==> config.mk <==
export PLATFORM = sky130hd
export DESIGN_NAME = div_signed_ctrl
export DESIGN_NICKNAME = d
export VERILOG_FILES = /design/src/rtl/div_pkg.sv /design/src/rtl/div_signed_ctrl.sv
export SDC_FILE = /design/constraint.sdc
export NUM_CORES = 1
export LEC_CHECK = 0
export CORE_MARGIN = 5
export CORE_UTILIZATION = 35
export DETAILED_ROUTE_END_ITERATION = 8
export SETUP_SLACK_MARGIN = 0.15
export SLEW_MARGIN = 20
export SYNTH_ARGS = -nofsm -noshare
export SYNTH_HDL_FRONTEND = slang
export SYNTH_SLANG_ARGS = --single-unit
export TNS_END_PERCENT = 100
==> constraint.sdc <==
create_clock -name clk -period 4.85 [get_ports clk]
set_input_delay 0.485 -clock clk [delete_from_list [all_inputs] [get_ports clk]]
set_output_delay 0.485 -clock clk [all_outputs]
set_load 0.005 [all_outputs]
==> src/rtl/div_pkg.sv <==
// Shared types and helpers for the signed divider request/response front end.
// The negate/abs helpers work on a fixed 64-bit container. Callers zero-extend
// their operand, call the helper, then truncate back to their own width. Two's
// complement negation modulo 2^64, truncated to WIDTH bits, gives the same
// result as negation modulo 2^WIDTH, so this is exact for any WIDTH <= 64.
package div_pkg;

    // Width of the response status field.
    localparam int DIV_STATUS_W = 2;

    // Widest operand the helper functions below can handle.
    localparam int DIV_MAX_W = 64;

    // Controller states, in the order a normal request moves through them.
    typedef enum logic [2:0] {
        IDLE,
        ISSUE,
        WAIT,
        FIX,
        RESP
    } div_ctrl_state_t;

    // Status codes reported alongside every response.
    typedef enum logic [DIV_STATUS_W-1:0] {
        DIV_OK      = 2'b00,
        DIV_DIV0    = 2'b01,
        DIV_OVF     = 2'b10,
        DIV_TIMEOUT = 2'b11
    } div_status_t;

    // Two's complement negation.
    function automatic logic [DIV_MAX_W-1:0] div_negate(
        input logic [DIV_MAX_W-1:0] value
    );
        return -value;
    endfunction

    // Negate only when asked. This is used both for sign correction and for
    // taking magnitudes.
    function automatic logic [DIV_MAX_W-1:0] div_cond_negate(
        input logic [DIV_MAX_W-1:0] value,
        input logic                 negate
    );
        return negate ? div_negate(value) : value;
    endfunction

    // Absolute value of a two's complement number whose sign bit is given
    // separately. The caller extracts the sign bit at its own width.
    // Note that abs(MIN) comes back as MIN. Read as an unsigned number, that
    // is the correct magnitude.
    function automatic logic [DIV_MAX_W-1:0] div_abs(
        input logic [DIV_MAX_W-1:0] value,
        input logic                 signBit
    );
        return div_cond_negate(value, signBit);
    endfunction

endpackage

==> src/rtl/div_signed_ctrl.sv <==
// Request-side front end for the sequential unsigned divider core.
// It accepts signed or unsigned divide requests. Divide-by-zero and the single
// signed overflow case (MIN / -1) are answered locally without the core.
// Every other request is reduced to magnitudes and handed to the core. The
// core's unsigned result is then sign-corrected before the response goes out.
// The core itself lives beside this block in the parent.
module div_signed_ctrl
    import div_pkg::*;
#(
    parameter int WIDTH   = 32,
    parameter int TIMEOUT = 64
) (
    input  logic             clk,
    input  logic             reset,

    input  logic             req_valid_i,
    output logic             req_ready_o,
    input  logic             req_signed_i,
    input  logic [WIDTH-1:0] req_dividend_i,
    input  logic [WIDTH-1:0] req_divisor_i,

    output logic             resp_valid_o,
    input  logic             resp_ready_i,
    output logic [WIDTH-1:0] resp_quotient_o,
    output logic [WIDTH-1:0] resp_remainder_o,
    output logic [DIV_STATUS_W-1:0] resp_status_o,

    output logic             core_start_o,
    output logic [WIDTH-1:0] core_dividend_o,
    output logic [WIDTH-1:0] core_divisor_o,
    input  logic             core_done_i,
    input  logic [WIDTH-1:0] core_quotient_i,
    input  logic [WIDTH-1:0] core_remainder_i
);

    // The wait timer counts 0..TIMEOUT-1 and only needs to hold TIMEOUT.
    localparam int TIMER_W = $clog2(TIMEOUT + 1);
    localparam logic [TIMER_W-1:0] TIMER_LAST = TIMER_W'(TIMEOUT - 1);
    localparam logic [TIMER_W-1:0] TIMER_ONE  = TIMER_W'(1);

    // Most negative two's complement value, and -1.
    localparam logic [WIDTH-1:0] MIN_VAL  = {1'b1, {(WIDTH-1){1'b0}}};
    localparam logic [WIDTH-1:0] ALL_ONES = {WIDTH{1'b1}};

    div_ctrl_state_t      state_q;
    logic [TIMER_W-1:0]   timer_q;
    logic                 negQuot_q;
    logic                 negRem_q;
    logic                 resp_valid_q;
    logic [WIDTH-1:0]     resp_quotient_q;
    logic [WIDTH-1:0]     resp_remainder_q;
    div_status_t          resp_status_q;
    logic                 core_start_q;
    logic [WIDTH-1:0]     core_dividend_q;
    logic [WIDTH-1:0]     core_divisor_q;

    // Classification and magnitudes of the request currently on the inputs.
    logic                 isDiv0;
    logic                 isOvf;
    logic                 dividendNeg;
    logic                 divisorNeg;
    logic [WIDTH-1:0]     magDividend;
    logic [WIDTH-1:0]     magDivisor;

    // Sign-corrected versions of the captured core result, used in FIX.
    logic [WIDTH-1:0]     fixedQuotient;
    logic [WIDTH-1:0]     fixedRemainder;

    // Requests are taken only in IDLE. The ready is also forced low while reset
    // is held, so nothing can slip in during the reset itself.
    assign req_ready_o = (state_q == IDLE) && !reset;

    // Classify the incoming request and form the magnitudes that go to the core.
    // Operand signs only count for signed requests. An unsigned request sends
    // its raw bits through unchanged.
    always_comb begin
        dividendNeg = req_signed_i && req_dividend_i[WIDTH-1];
        divisorNeg  = req_signed_i && req_divisor_i[WIDTH-1];
        isDiv0      = (req_divisor_i == '0);
        isOvf       = req_signed_i && (req_dividend_i == MIN_VAL) &&
                      (req_divisor_i == ALL_ONES);
        magDividend = WIDTH'(div_abs(DIV_MAX_W'(req_dividend_i), dividendNeg));
        magDivisor  = WIDTH'(div_abs(DIV_MAX_W'(req_divisor_i), divisorNeg));
    end

    // Apply the recorded sign decisions to the unsigned result captured from the core.
    always_comb begin
        fixedQuotient  = WIDTH'(div_cond_negate(DIV_MAX_W'(resp_quotient_q), negQuot_q));
        fixedRemainder = WIDTH'(div_cond_negate(DIV_MAX_W'(resp_remainder_q), negRem_q));
    end

    // Main controller. It handles request intake, core issue, the bounded wait
    // for the core, sign correction, and response hold until the consumer takes it.
    always_ff @(posedge clk or posedge reset) begin
        if (reset) begin
            state_q          <= IDLE;
            timer_q          <= '0;
            negQuot_q        <= 1'b0;
            negRem_q         <= 1'b0;
            resp_valid_q     <= 1'b0;
            resp_quotient_q  <= '0;
            resp_remainder_q <= '0;
            resp_status_q    <= DIV_OK;
            core_start_q     <= 1'b0;
            core_dividend_q  <= '0;
            core_divisor_q   <= '0;
        end else begin
            case (state_q)
                IDLE: begin
                    if (req_valid_i) begin
                        if (isDiv0) begin
                            resp_quotient_q  <= ALL_ONES;
                            resp_remainder_q <= req_dividend_i;
                            resp_status_q    <= DIV_DIV0;
                            resp_valid_q     <= 1'b1;
                            state_q          <= RESP;
                        end else if (isOvf) begin
                            resp_quotient_q  <= MIN_VAL;
                            resp_remainder_q <= '0;
                            resp_status_q    <= DIV_OVF;
                            resp_valid_q     <= 1'b1;
                            state_q          <= RESP;
                        end else begin
                            core_dividend_q  <= magDividend;
                            core_divisor_q   <= magDivisor;
                            negQuot_q        <= dividendNeg ^ divisorNeg;
                            negRem_q         <= dividendNeg;
                            core_start_q     <= 1'b1;
                            state_q          <= ISSUE;
                        end
                    end
                end

                ISSUE: begin
                    core_start_q <= 1'b0;
                    timer_q      <= '0;
                    state_q      <= WAIT;
                end

                WAIT: begin
                    if (core_done_i) begin
                        resp_quotient_q  <= core_quotient_i;
                        resp_remainder_q <= core_remainder_i;
                        state_q          <= FIX;
                    end else if (timer_q == TIMER_LAST) begin
                        resp_quotient_q  <= '0;
                        resp_remainder_q <= '0;
                        resp_status_q    <= DIV_TIMEOUT;
                        resp_valid_q     <= 1'b1;
                        state_q          <= RESP;
                    end else begin
                        timer_q <= timer_q + TIMER_ONE;
                    end
                end

                FIX: begin
                    resp_quotient_q  <= fixedQuotient;
                    resp_remainder_q <= fixedRemainder;
                    resp_status_q    <= DIV_OK;
                    resp_valid_q     <= 1'b1;
                    state_q          <= RESP;
                end

                RESP: begin
                    if (resp_ready_i) begin
                        resp_valid_q <= 1'b0;
                        state_q      <= IDLE;
                    end
                end

                default: begin
                    state_q <= IDLE;
                end
            endcase
        end
    end

    assign resp_valid_o     = resp_valid_q;
    assign resp_quotient_o  = resp_quotient_q;
    assign resp_remainder_o = resp_remainder_q;
    assign resp_status_o    = resp_status_q;
    assign core_start_o     = core_start_q;
    assign core_dividend_o  = core_dividend_q;
    assign core_divisor_o   = core_divisor_q;

endmodule
Word-level counts from Yosys, hierarchy flattened
Cells that the tools add are included. Widths: inputs -> output; s select.

$add $sub $neg: 5. Equal/unequal tests: 18. Muxes and demuxes: 42. Bitwise operators: 3. Reduce and logical (&&, ||, !) cells: 20.

Operators by type and width (number): $mux 32 (13); $pmux 32 s3 (2); $neg 32->32 (4); $eq 32x32->1 const B (2); $logic_not 32->1 (1); $mux 3 (6); $ne 2x2->1 const B (9); $pmux 3 s5 (1); $reduce_and 5->1 (3); $mux 7 (2); $pmux 7 s2 (1); $mux 2 (5); $mux 1 (9); $reduce_and 4->1 (2); $add 7x1->7 const B (1); $eq 7x6->1 const B (1); $eq 3x2->1 const B (2); $ne 3x3->1 const B (2); $pmux 2 s3 (1); $reduce_and 3->1 (2); $reduce_and 6->1 (1); $logic_and 1x1->1 (5); $pmux 1 s4 (1); $reduce_bool 2->1 (2); other kinds (9) (10).

Bits in registers: 144. Input port bits: 134. Output and inout bits: 133. Word-level logic and storage cells: 99.

Depth between registers and ports, before layout
Depth in word-level cells: 7. Depth in mapped cells: 10. Gate-level depth less buffers: 8.

Worst setup path after synthesis
No wires, ideal clock.

Kind: input port to flip-flop. Start point: input port req_divisor_i[10]. End point: register resp_status_q[1], in the netlist resp_status_o[1]. Library setup time: 125 ps. Arrival time: 2984 ps. Data required time: 4725 ps. Slack: 1741 ps. Stages: 7. Buffers on the path: 1. Cells stage by stage: or4_4 > or4_1 > buf_2 > o31a_1 > o21a_2 > or4_4 > mux2_4.

Word-level cells in the longest chain between the ends: 4. Elaborated cells between the ends (all ways): 8. Those cells by class: 2 x eq/ne; 3 x mux; 3 x reduce/logical.

Ends and longest elaborated chain: from (decl) (line div_signed_ctrl.sv:20) `input logic [WIDTH-1:0] req_divisor_i,`; $eq 32x32->1 or $logic_not 32->1 (tied branches) (line div_signed_ctrl.sv:81, div_signed_ctrl.sv:79); $logic_and 1x1->1 or $mux 2 (tied branches) (line div_signed_ctrl.sv:80, div_signed_ctrl.sv:111); $ne 3x3->1 (no line) or $mux 2 (tied branches); $reduce_and 5->1 (no line) or $pmux 2 s3 (tied branches); to (signal assigned) (line div_signed_ctrl.sv:103) `resp_status_q <= DIV_OK;`; to (signal assigned) (line div_signed_ctrl.sv:114) `resp_status_q <= DIV_DIV0;`; to (signal assigned) (line div_signed_ctrl.sv:120) `resp_status_q <= DIV_OVF;`; to (decl) (line div_signed_ctrl.sv:52) `div_status_t resp_status_q;`.

Parallel ways exist; a longest one is shown, timed or not. The select of a mux whose other input is x is not followed. A chain may end at the register's enable or synchronous reset.

Worst setup path in the final report
Start point: input port req_divisor_i[10]. End point: register resp_remainder_q[30], in the netlist resp_remainder_o[30].

Word-level cells in the longest chain between the ends: 4. Elaborated cells between the ends (all ways): 8. Those cells by class: 2 x eq/ne; 3 x mux; 3 x reduce/logical.

Ends and longest elaborated chain: $eq 32x32->1 or $logic_not 32->1 (tied branches) (line div_signed_ctrl.sv:81, div_signed_ctrl.sv:79); $logic_and 1x1->1 or $mux 32 (tied branches) (line div_signed_ctrl.sv:80, div_signed_ctrl.sv:111); $ne 3x3->1 (no line) or $mux 32 (tied branches); $reduce_and 5->1 (no line) or $pmux 32 s3 (tied branches); to (signal assigned) (line div_signed_ctrl.sv:113) `resp_remainder_q <= req_dividend_i;`; to (signal assigned) (line div_signed_ctrl.sv:143) `resp_remainder_q <= core_remainder_i;`; to (signal assigned) (line div_signed_ctrl.sv:158) `resp_remainder_q <= fixedRemainder;`; to (decl) (line div_signed_ctrl.sv:51) `logic [WIDTH-1:0] resp_remainder_q;`.

Parallel ways exist; a longest one is shown, timed or not. The select of a mux whose other input is x is not followed.

==> qor_table.md <==
| Metric | Reported |
|---|---|
| Result of the run | completed |
| Aggregate routed wire length | 34040 µm |
| Final count of negative-setup-slack endpoints | 0 |
| Arithmetic-cell share of the synthesized area counting full adders, half adders and majority gates | 0.8386% |
| Average size of a mapped cell | 8.446 µm² |
| Post-synthesis cell type count | 62 |
| Length in cells of the worst reg-to-reg path | 7 |
| Post-CTS Setup Repair Bufs | 0 |
| Post-Layout Inst Area | 12520 µm² |
| Count of fill cells added during filler insertion | 2436 |
| Setup clock skew after layout | 0.01540 ns |
| Die Area | 28880 µm² |
| Vias in the first global route | 9144 |
| Slowest-stage cell, CP | sky130_fd_sc_hd__or4_1 |
| Worst min-delay path category | reg2reg |
| Simple-gate share of the synthesized area | 20.57% |
| Crit end category | register |
| Worst R2R Start | state_q[0] |
| Cell area after synthesis | 8952 µm² |
| Detailed-route wire length per cell | 20.85 µm |
| Clock tree from TritonCTS | yes |
| Remaining Overflow, GRT | 0 |
| Yosys warning total | 0 |
| Number of hold buffers added after CTS | 0 |
| DP HPWL | 24430 µm |
| Max IR drop VDD | 0.2369 mV |
| Power, Total | 7.640 mW |
| Die Span X | 169.9 µm |
| Largest stage delay on the critical path | 0.70 ns |
| Quantity of I/O buffers inserted on ports | 266 |
| Endpoint of the worst setup timing path | resp_remainder_o[30] |
| P_leak | 4.922 nW |
| Setup crit start kind | input pin |
| Share of the core filled with cells | 49.71% |
| Worst r2r dst | resp_quotient_o[29] |
| Row count | 58 |
| DR vias/cell | 5.672 |
| Initial antenna violation count | 4 |
| Initial cell density of the core | 35.55% |
| First-pass GRT wire length | 52780 µm |
| Clock insertion delay at the later pin of the skew report | 0.43 ns |
| Minimum clock period after layout | 3.632 ns |
| CTS Root Cell | sky130_fd_sc_hd__clkbuf_16 |
| Mux contribution to synthesized area | 1.118% |
| Cts bufs inserted | 17 |
| Required time of the critical path | 5.17 ns |
| H-Tree Level Count | 4 |
| Post-synth top flop | sky130_fd_sc_hd__dfrtp_1 |
| Sequential-to-total area share from yosys stat | 40.25% |
| Arrival time at the worst endpoint | 3.96 ns |
| Overall die height | 169.9 µm |
| Max-slew violation total from the final report | 0 |
| Multi-input combinational cell area | 4986 µm² |
| Number of gates resized after CTS | 0 |
| Violation count after the first detailed-routing iteration | 877 |
| Share of synthesized flip-flops with an asynchronous set or reset | 100.0% |
| Total negative slack for setup checks | 0 ns |
| Placed Area | 11920 µm² |
| Unrepaired setup endpoints after global routing | false |
| Combined flip-flop and latch cell area | 3603 µm² |
| Antenna Nets Post-Route | 0 |
| Area inside the core boundary | 25180 µm² |
| Number of enable-type register cells in the synthesized netlist | 0 |
| Pin count of the biggest net entering global routing | 133 |
| Detailed-router iteration count before antenna repair | 5 |
| Share of the clock period used by the worst path | 74.88% |
| Pwr per Cell Area | 610.4 nW/µm² |
| Remaining routing DRC violations | 0 |
| Crit Path Max Fanout | 22 |
| Share of layout cells above drive strength 1 | 5.697% |
| Complex-gate fraction of the synthesized area | 25.28% |
| Area added between synthesis and finish | 39.82% |
| Global placer's final weighted congestion | 0.8760 |
| Worst setup path start | req_divisor_i[10] |
| Fin. Hold Viols | 0 |
| Post-synthesis sequential element count | 144 |
| TritonCTS sink count | 144 |
| Number of nets at the end of the flow | 1427 |
| Maximum clock rate | 0.2753 GHz |
| Cell Chain, Critical Path | clkdlybuf4s50_1, or4_4, or4_1, o31a_1, o21ai_2, buf_4, nand2_1, o2bb2ai_1 |
| Register-to-register path setup slack | 1.25 ns |
| Total vias in the final route | 9263 |
| Critical path start-end classification | in2reg |
| Leading cell type in the layout, fill and taps excluded | sky130_fd_sc_hd__clkdlybuf4s50_1 |
| All-Layer GR Usage | 22.92% |
| CTS clock-pin slew for the worst setup and hold paths | 0.07 ns |
| Largest family of logic cells by synthesized area | compound AO/OA/AOI/OAI gates |
| Worst Max-Slew Pin Slew | 0.9890 ns |
| Net Count, Synth | 1200 |
| Most frequent cells in the layout | sky130_fd_sc_hd__clkdlybuf4s50_1 (266), sky130_fd_sc_hd__dfrtp_1 (144), sky130_fd_sc_hd__o21ai_0 (128), sky130_fd_sc_hd__nand2_1 (101), sky130_fd_sc_hd__nor2_1 (78) |
| Max-cap violations | 0 |
| Cell count after synthesis | 1060 |
| Number of ports placed on the die boundary | 267 |
| Headroom to the max-slew limit | 33.46% |
| Clock tree buffer depth | 2 |
| Post-synthesis share of cell area spent on xor and xnor gates | 7.631% |
-- registers in the layout, summed over array words and instances (netlist names) --
register / count
core_dividend_o: 32
core_divisor_o: 32
resp_quotient_o: 32
resp_remainder_o: 32
timer_q: 7
state_q: 3
resp_status_o: 2
core_start_o: 1
negQuot_q: 1
negRem_q: 1
resp_valid_o: 1
-- Yosys cell counts, drive strengths merged, types with 20 or more instances --
| cell type | n | area share, % |
|---|---|---|
| nand3 | 20 | 1.1 |
| a211oi | 20 | 1.7 |
| o21ai | 133 | 7.4 |
| o31ai | 38 | 3.2 |
| a21oi | 65 | 3.6 |
| or4 | 20 | 1.8 |
| nor2 | 79 | 3.3 |
| dfrtp | 144 | 40 |
| inv | 25 | 1.0 |
| nor3 | 38 | 2.1 |
| xnor2 | 40 | 3.9 |
| xor2 | 38 | 3.7 |
| a221oi | 28 | 2.7 |
| nand2 | 102 | 4.3 |
| nor4 | 32 | 2.4 |
| clkbuf | 60 | 2.5 |
-- area by class of cell --
type	instances	share of cell area, %
sequential	144	28.79
clock buffer	18	3.509
tap	330	3.299
clock inverter	13	1.210
inverter	25	0.7897
multi-input combinational	816	39.83
timing repair buffer	283	22.49
antenna	4	0.07997
-- layer usage --
| metal | vias up | track usage (%) | part of all wire [%] |
|---|---|---|---|
| li1 | 4408 | - | - |
| met1 | 4508 | 30.70 | 44 |
| met2 | 297 | 37.61 | 48 |
| met3 | 46 | 4.901 | 6.6 |
| met5 | - | 0 | 0.079 |
| met4 | 4 | 6.458 | 2.2 |
-- logic make-up after synthesis --
| family | count (synthesis) |
|---|---|
| AO/OA/AOI/OAI | 357 |
| multiplexers | 9 |
| flip-flops | 144 |
| buffers and inverters | 100 |
| XOR/XNOR | 78 |
| AND/OR/NAND/NOR | 366 |
| adder cells (fa/ha/maj) | 6 |
-- critical path, delay by kind of cell --
family	cells	cell delay (ns)
simple gates	3	1.83
buf+inv	2	0.82
compound gates	3	0.81
-- power breakdown --
| part | total (mW) | internal [mW] | switching [mW] | leakage [nW] |
|---|---|---|---|---|
| clock | 1.35 | 0.779 | 0.573 | 0.282 |
| combinational | 4.02 | 1.88 | 2.14 | 2.78 |
| sequential | 2.27 | 1.71 | 0.563 | 1.86 |
| total | 7.64 | 4.36 | 3.28 | 4.92 |
-- worst min path at each step --
| stage | startpoint | to | slack, ns | cells after the start |
|---|---|---|---|---|
| floorplan | timer_q[0] | timer_q[0] | 0.46 | 1 |
| global placement | core_dividend_o[7] | core_dividend_o[7] | 0.46 | 2 |
| detailed placement | core_dividend_o[7] | core_dividend_o[7] | 0.47 | 2 |
| CTS | core_dividend_o[7] | core_dividend_o[7] | 0.48 | 2 |
| global route | core_divisor_o[30] | core_divisor_o[30] | 0.51 | 2 |
| finish | core_dividend_o[11] | core_dividend_o[11] | 0.48 | 2 |
-- metrics by stage --
stage | std cells | hold slack [ns] | worst slack [ns]
2_1_floorplan | 1060 | 0.4607 | 0.4987
3_3_place_gp | 1598 | 0.4600 | 0.8639
3_5_place_dp | 1598 | 0.4685 | 0.7985
4_1_cts | 1629 | 0.4839 | 1.219
5_1_grt | 1631 | 0.5064 | 1.025
6_report | 1633 | 0.4794 | 1.218
No activity file was read; power rests on OpenSTA's default activity.
==> variant 1 (same settings) <==
The parameter `TIMEOUT` goes from 64 to 32.
--- a/src/rtl/div_signed_ctrl.sv
+++ b/src/rtl/div_signed_ctrl.sv
@@ -8,7 +8,7 @@
     import div_pkg::*;
 #(
     parameter int WIDTH   = 32,
-    parameter int TIMEOUT = 64
+    parameter int TIMEOUT = 32
 ) (
     input  logic             clk,
     input  logic             reset,
Formal check against the unedited RTL: same outputs for any inputs over 4 cycles, from zero or initial values and one cycle with reset high; that may be too few to reach the edited logic, so the function may still have changed.
==> variant 1 against the unedited design <==
  * Routed wire length increased by 1.9%
  * Critical path type unchanged
  * Critical path depth increased by 2
  * Non-clock buffer count decreased by 1
  * Synthesized area increased by 1.4%
  * Critical endpoint is now resp_quotient_o[8]
  * Fmax decreased by 0.57%
  * Design area increased by 0.40%
  * Combinational power decreased by 13%
  * Worst hold slack improved by 33 ps
  * Largest cell class unchanged
  * Sequential share of layout area decreased by 0.31 points
  * Setup slack got worse by 21 ps
  * Power decreased by 7.5%
  * Largest power group unchanged
  * Sequential cell count decreased by 1
==> variant 1: results (changes against the unedited design) <==
status=finished clean; CTS Buf Count=17 (unchanged); Detailed Place HPWL=25400 microns (+4.1%); area fraction in compound gates after synthesis=0.231 (-0.0220); worst reg-to-reg setup slack=1570 ps (+320 ps); Filler Cell Count=2551 (+4.7%); sequential element share of the synthesized area=0.394 (-0.00841); Vias=9508 (+2.6%); routed wire length=34700 microns (+1.9%); slowest cell delay on critical path=640 ps (-60 ps); gr usage total=0.232 (+0.00297); most common flop cell mapped by yosys=dfrtp_1; critical path data arrival time=3950 ps (about the same); P_int=0.00414 W (-5.2%); first-pass GRT wire length=53600 microns (+1.5%); nets@finish=1474 (+3.3%); Synth Area in XOR/XNOR=0.0666 (-0.00975); Crit Path Max Fanout=26 (+18%); First DRT Iteration DRCs=875 (-0.23%); CP Launch Point=req_dividend_i[9]; Worst Hold Class=flop to flop; Worst Setup EP=resp_quotient_o[8]; Post-DP Area=12000 sq um (+0.61%); Slew HR=0.283 (-0.0511); setup tns final=0 ps (unchanged); largest net degree at the start of global routing=128 (-3.8%); worst vdd ir=0.000279 V (+18%); synth cell count leaders=154 x nor2_1, 143 x dfrtp_1, 125 x a21oi_1; Final min period=3650 ps (+21.0 ps); number of cells on the critical path=10 (+2); mapped cell area=9080 sq um (+1.4%); syn_area_per_cell=8.20 sq um (-2.9%); initial antenna violation count=3 (-1); clock skew=12.1 ps (-3.32 ps); top cells by area, synth=dfrtp_1 39%, a21oi_1 6.9%, nor2_1 6.4%, o21ai_0 5.0%, nand2_1 3.8%; worst flop-to-flop path endpoint=resp_remainder_o[25]; post-synthesis cell type count=67 (+8.1%); layout cells sized above 1=0.0557 (-0.00129); GP Congestion=0.926 (+5.7%); multiplexer share of the synthesized area=0.0114 (+0.000256); number of instances in the placed design=1650 (+3.3%); critical register-to-register path startpoint=resp_remainder_o[7]; syn_nets=1247 (+3.9%); kind of cell adding the most delay to the critical path=simple AND/OR/NAND/NOR gates; wire length per cell=20.6 microns (-1.2%); worst slack, placed=820 ps (+21.1 ps); leakage power=4.81 nW (-2.3%); vias in the first global route=9163 (+0.21%)
## variant 1: metal layers
metal | up-vias | GRT usage | wire length (microns)
li1 | 4516 | - | -
met1 | 4620 | 0.324 | 15500
met2 | 327 | 0.370 | 16100
met3 | 41 | 0.0441 | 2300
met4 | 4 | 0.0630 | 700
met5 | - | 0 | 18
## variant 1: cell type report
cell class / instances / area (sq um) / area share
multi-input cells: 866 / 5090 / 0.405
flip-flops and latches: 143 / 3580 / 0.285
repair buffers: 282 / 2810 / 0.223
clock buffers: 17 / 425 / 0.0339
well taps: 335 / 419 / 0.0334
clock inverters: 15 / 150 / 0.0119
inverters: 24 / 95.1 / 0.00757
diodes: 1 / 2.50 / 0.000199
## variant 1: how the worst min path moves through the flow
stage | startpoint | end | slack [ps] | depth (start not counted)
finish | resp_valid_o | resp_valid_o | 510 | 1
CTS | core_start_o | core_start_o | 520 | 2
global route | core_dividend_o[0] | core_dividend_o[0] | 530 | 1
floorplan | timer_q[2] | timer_q[2] | 480 | 2
detailed placement | resp_valid_o | resp_valid_o | 490 | 1
global placement | core_start_o | core_start_o | 480 | 2
## variant 1: power groups by stage
stage               registers [W]  logic [W]  clock network (W)
CTS                       0.00225    0.00350            0.00136
finish                    0.00225    0.00349            0.00133
global route              0.00235    0.00385            0.00139
floorplan                 0.00213    0.00188                  0
detailed placement        0.00227    0.00348                  0
global placement          0.00226    0.00346                  0
## variant 1: cells by family (layout without fill, tap and decap cells)
| family | after synthesis | count (layout) |
|---|---|---|
| fa+ha+maj | 6 | 6 |
| buf+inv | 98 | 338 |
| compound gates | 345 | 345 |
| simple gates | 438 | 438 |
| mux | 8 | 8 |
| xor+xnor | 69 | 69 |
| other cells | 0 | 1 |
| flops | 143 | 143 |
==> variant 2 (same flow settings) <==
Without the edit above. Make the reset (`reset`) synchronous in one clocked block.
--- a/src/rtl/div_signed_ctrl.sv
+++ b/src/rtl/div_signed_ctrl.sv
@@ -91,7 +91,7 @@
 
     // Main controller. It handles request intake, core issue, the bounded wait
     // for the core, sign correction, and response hold until the consumer takes it.
-    always_ff @(posedge clk or posedge reset) begin
+    always_ff @(posedge clk) begin
         if (reset) begin
             state_q          <= IDLE;
             timer_q          <= '0;
Behaviour: differs if reset is asserted again (counterexample within 4 cycles, from zero or initial values and one cycle with reset high); with reset held inactive, the same outputs for 4 cycles.
==> variant 2 against the unedited design <==
  * Synthesized area up 0.13%
  * Power down 5.8%
  * Sequential power down 19%
  * Clock skew down 3.3 ps
  * Largest power group unchanged
  * Setup slack better by 89 ps
  * Sequential cell count unchanged
  * Routed wire length up 7.3%
  * Design area down 0.31%
==> variant 2: results (changes against the unedited design) <==
status=finished clean; GP Congestion=0.910 (+3.9%); Post-DP Area=11900 sq um (-0.27%); Detailed Place HPWL=26000 microns (+6.3%); Seq area share=0.231 (-0.0569); First DRT Iteration DRCs=818 (-6.7%); clock skew=12.1 ps (-3.29 ps); clk tree area frac=0.0476 (+0.000448); via/cell ratio=5.96 (+5.1%); critical register-to-register path startpoint=state_q[2]; first-pass GRT wire length=56700 microns (+7.4%); gr usage total=0.244 (+0.0151); multiplexer share of the synthesized area=0.00223 (-0.00895); NonClk Buf Share=0.229 (+0.00391); Synth Area in Adders=0.00838 (-0.0000105); Critical-path top delay cell=nor2_1; vias in the first global route=9576 (+4.7%); synth cell count leaders=153 x a21oi_1, 144 x dfxtp_1, 92 x a211oi_1; post-synthesis cell type count=70 (+13%); syn_nets=1276 (+6.3%); syn_area_per_cell=7.89 sq um (-6.6%); Hold WS=471 ps (-8.77 ps); layout cells sized above 1=0.0590 (+0.00199); pwr dens=577 nW/um^2 (-5.5%); initial antenna violation count=1 (-3); Crit Path Max Fanout=15 (-32%); slowest cell delay on critical path=680 ps (-20 ps); area fraction in compound gates after synthesis=0.335 (+0.0818); nets@finish=1484 (+4.0%); sequential element share of the synthesized area=0.322 (-0.0809); Post-Layout Cell Count=1687 (+3.3%); Synth Area in XOR/XNOR=0.0821 (+0.00577); count of non-CTS buffers in the layout=287 (+1.4%); wire length per cell=21.6 microns (+3.8%); mapped cell area=8960 sq um (+0.13%); Filler Cell Count=2456 (+0.82%); inverter count=18 (-28%); Ant. Diodes=0 (-4); worst vdd ir=0.000346 V (+46%); clock buffers=19 (+1); comb_multi_in=876 (+7.4%); largest net degree at the start of global routing=74 (-44%); worst slack, placed=880 ps (+81.8 ps)
==> variant 2: layer usage <==
metal	vias to the layer above	wire length [microns]	share of wire	global-route usage
met4	2	634	0.017	0.0653
li1	4796	-	-	-
met5	-	13	0.00036	0
met3	38	3250	0.089	0.0634
met2	398	16200	0.44	0.371
met1	4821	16400	0.45	0.345
==> variant 2: how the worst max path moves through the flow <==
stage	startpoint	end	slack, ps	depth (start not counted)
3_3_place_gp	req_divisor_i[2]	resp_quotient_o[9]	1050	7
5_1_grt	req_divisor_i[2]	resp_quotient_o[10]	1020	7
6_report	req_divisor_i[2]	resp_quotient_o[1]	1310	7
3_5_place_dp	req_divisor_i[2]	resp_quotient_o[1]	880	7
2_1_floorplan	resp_quotient_o[0]	resp_quotient_o[30]	2180	9
4_1_cts	req_divisor_i[2]	resp_quotient_o[1]	1360	7
==> variant 2: power breakdown <==
part           switching (W)  total, W  internal [W]
Combinational        0.00226   0.00400       0.00174
Clock               0.000570   0.00135      0.000782
Sequential          0.000344   0.00184       0.00150
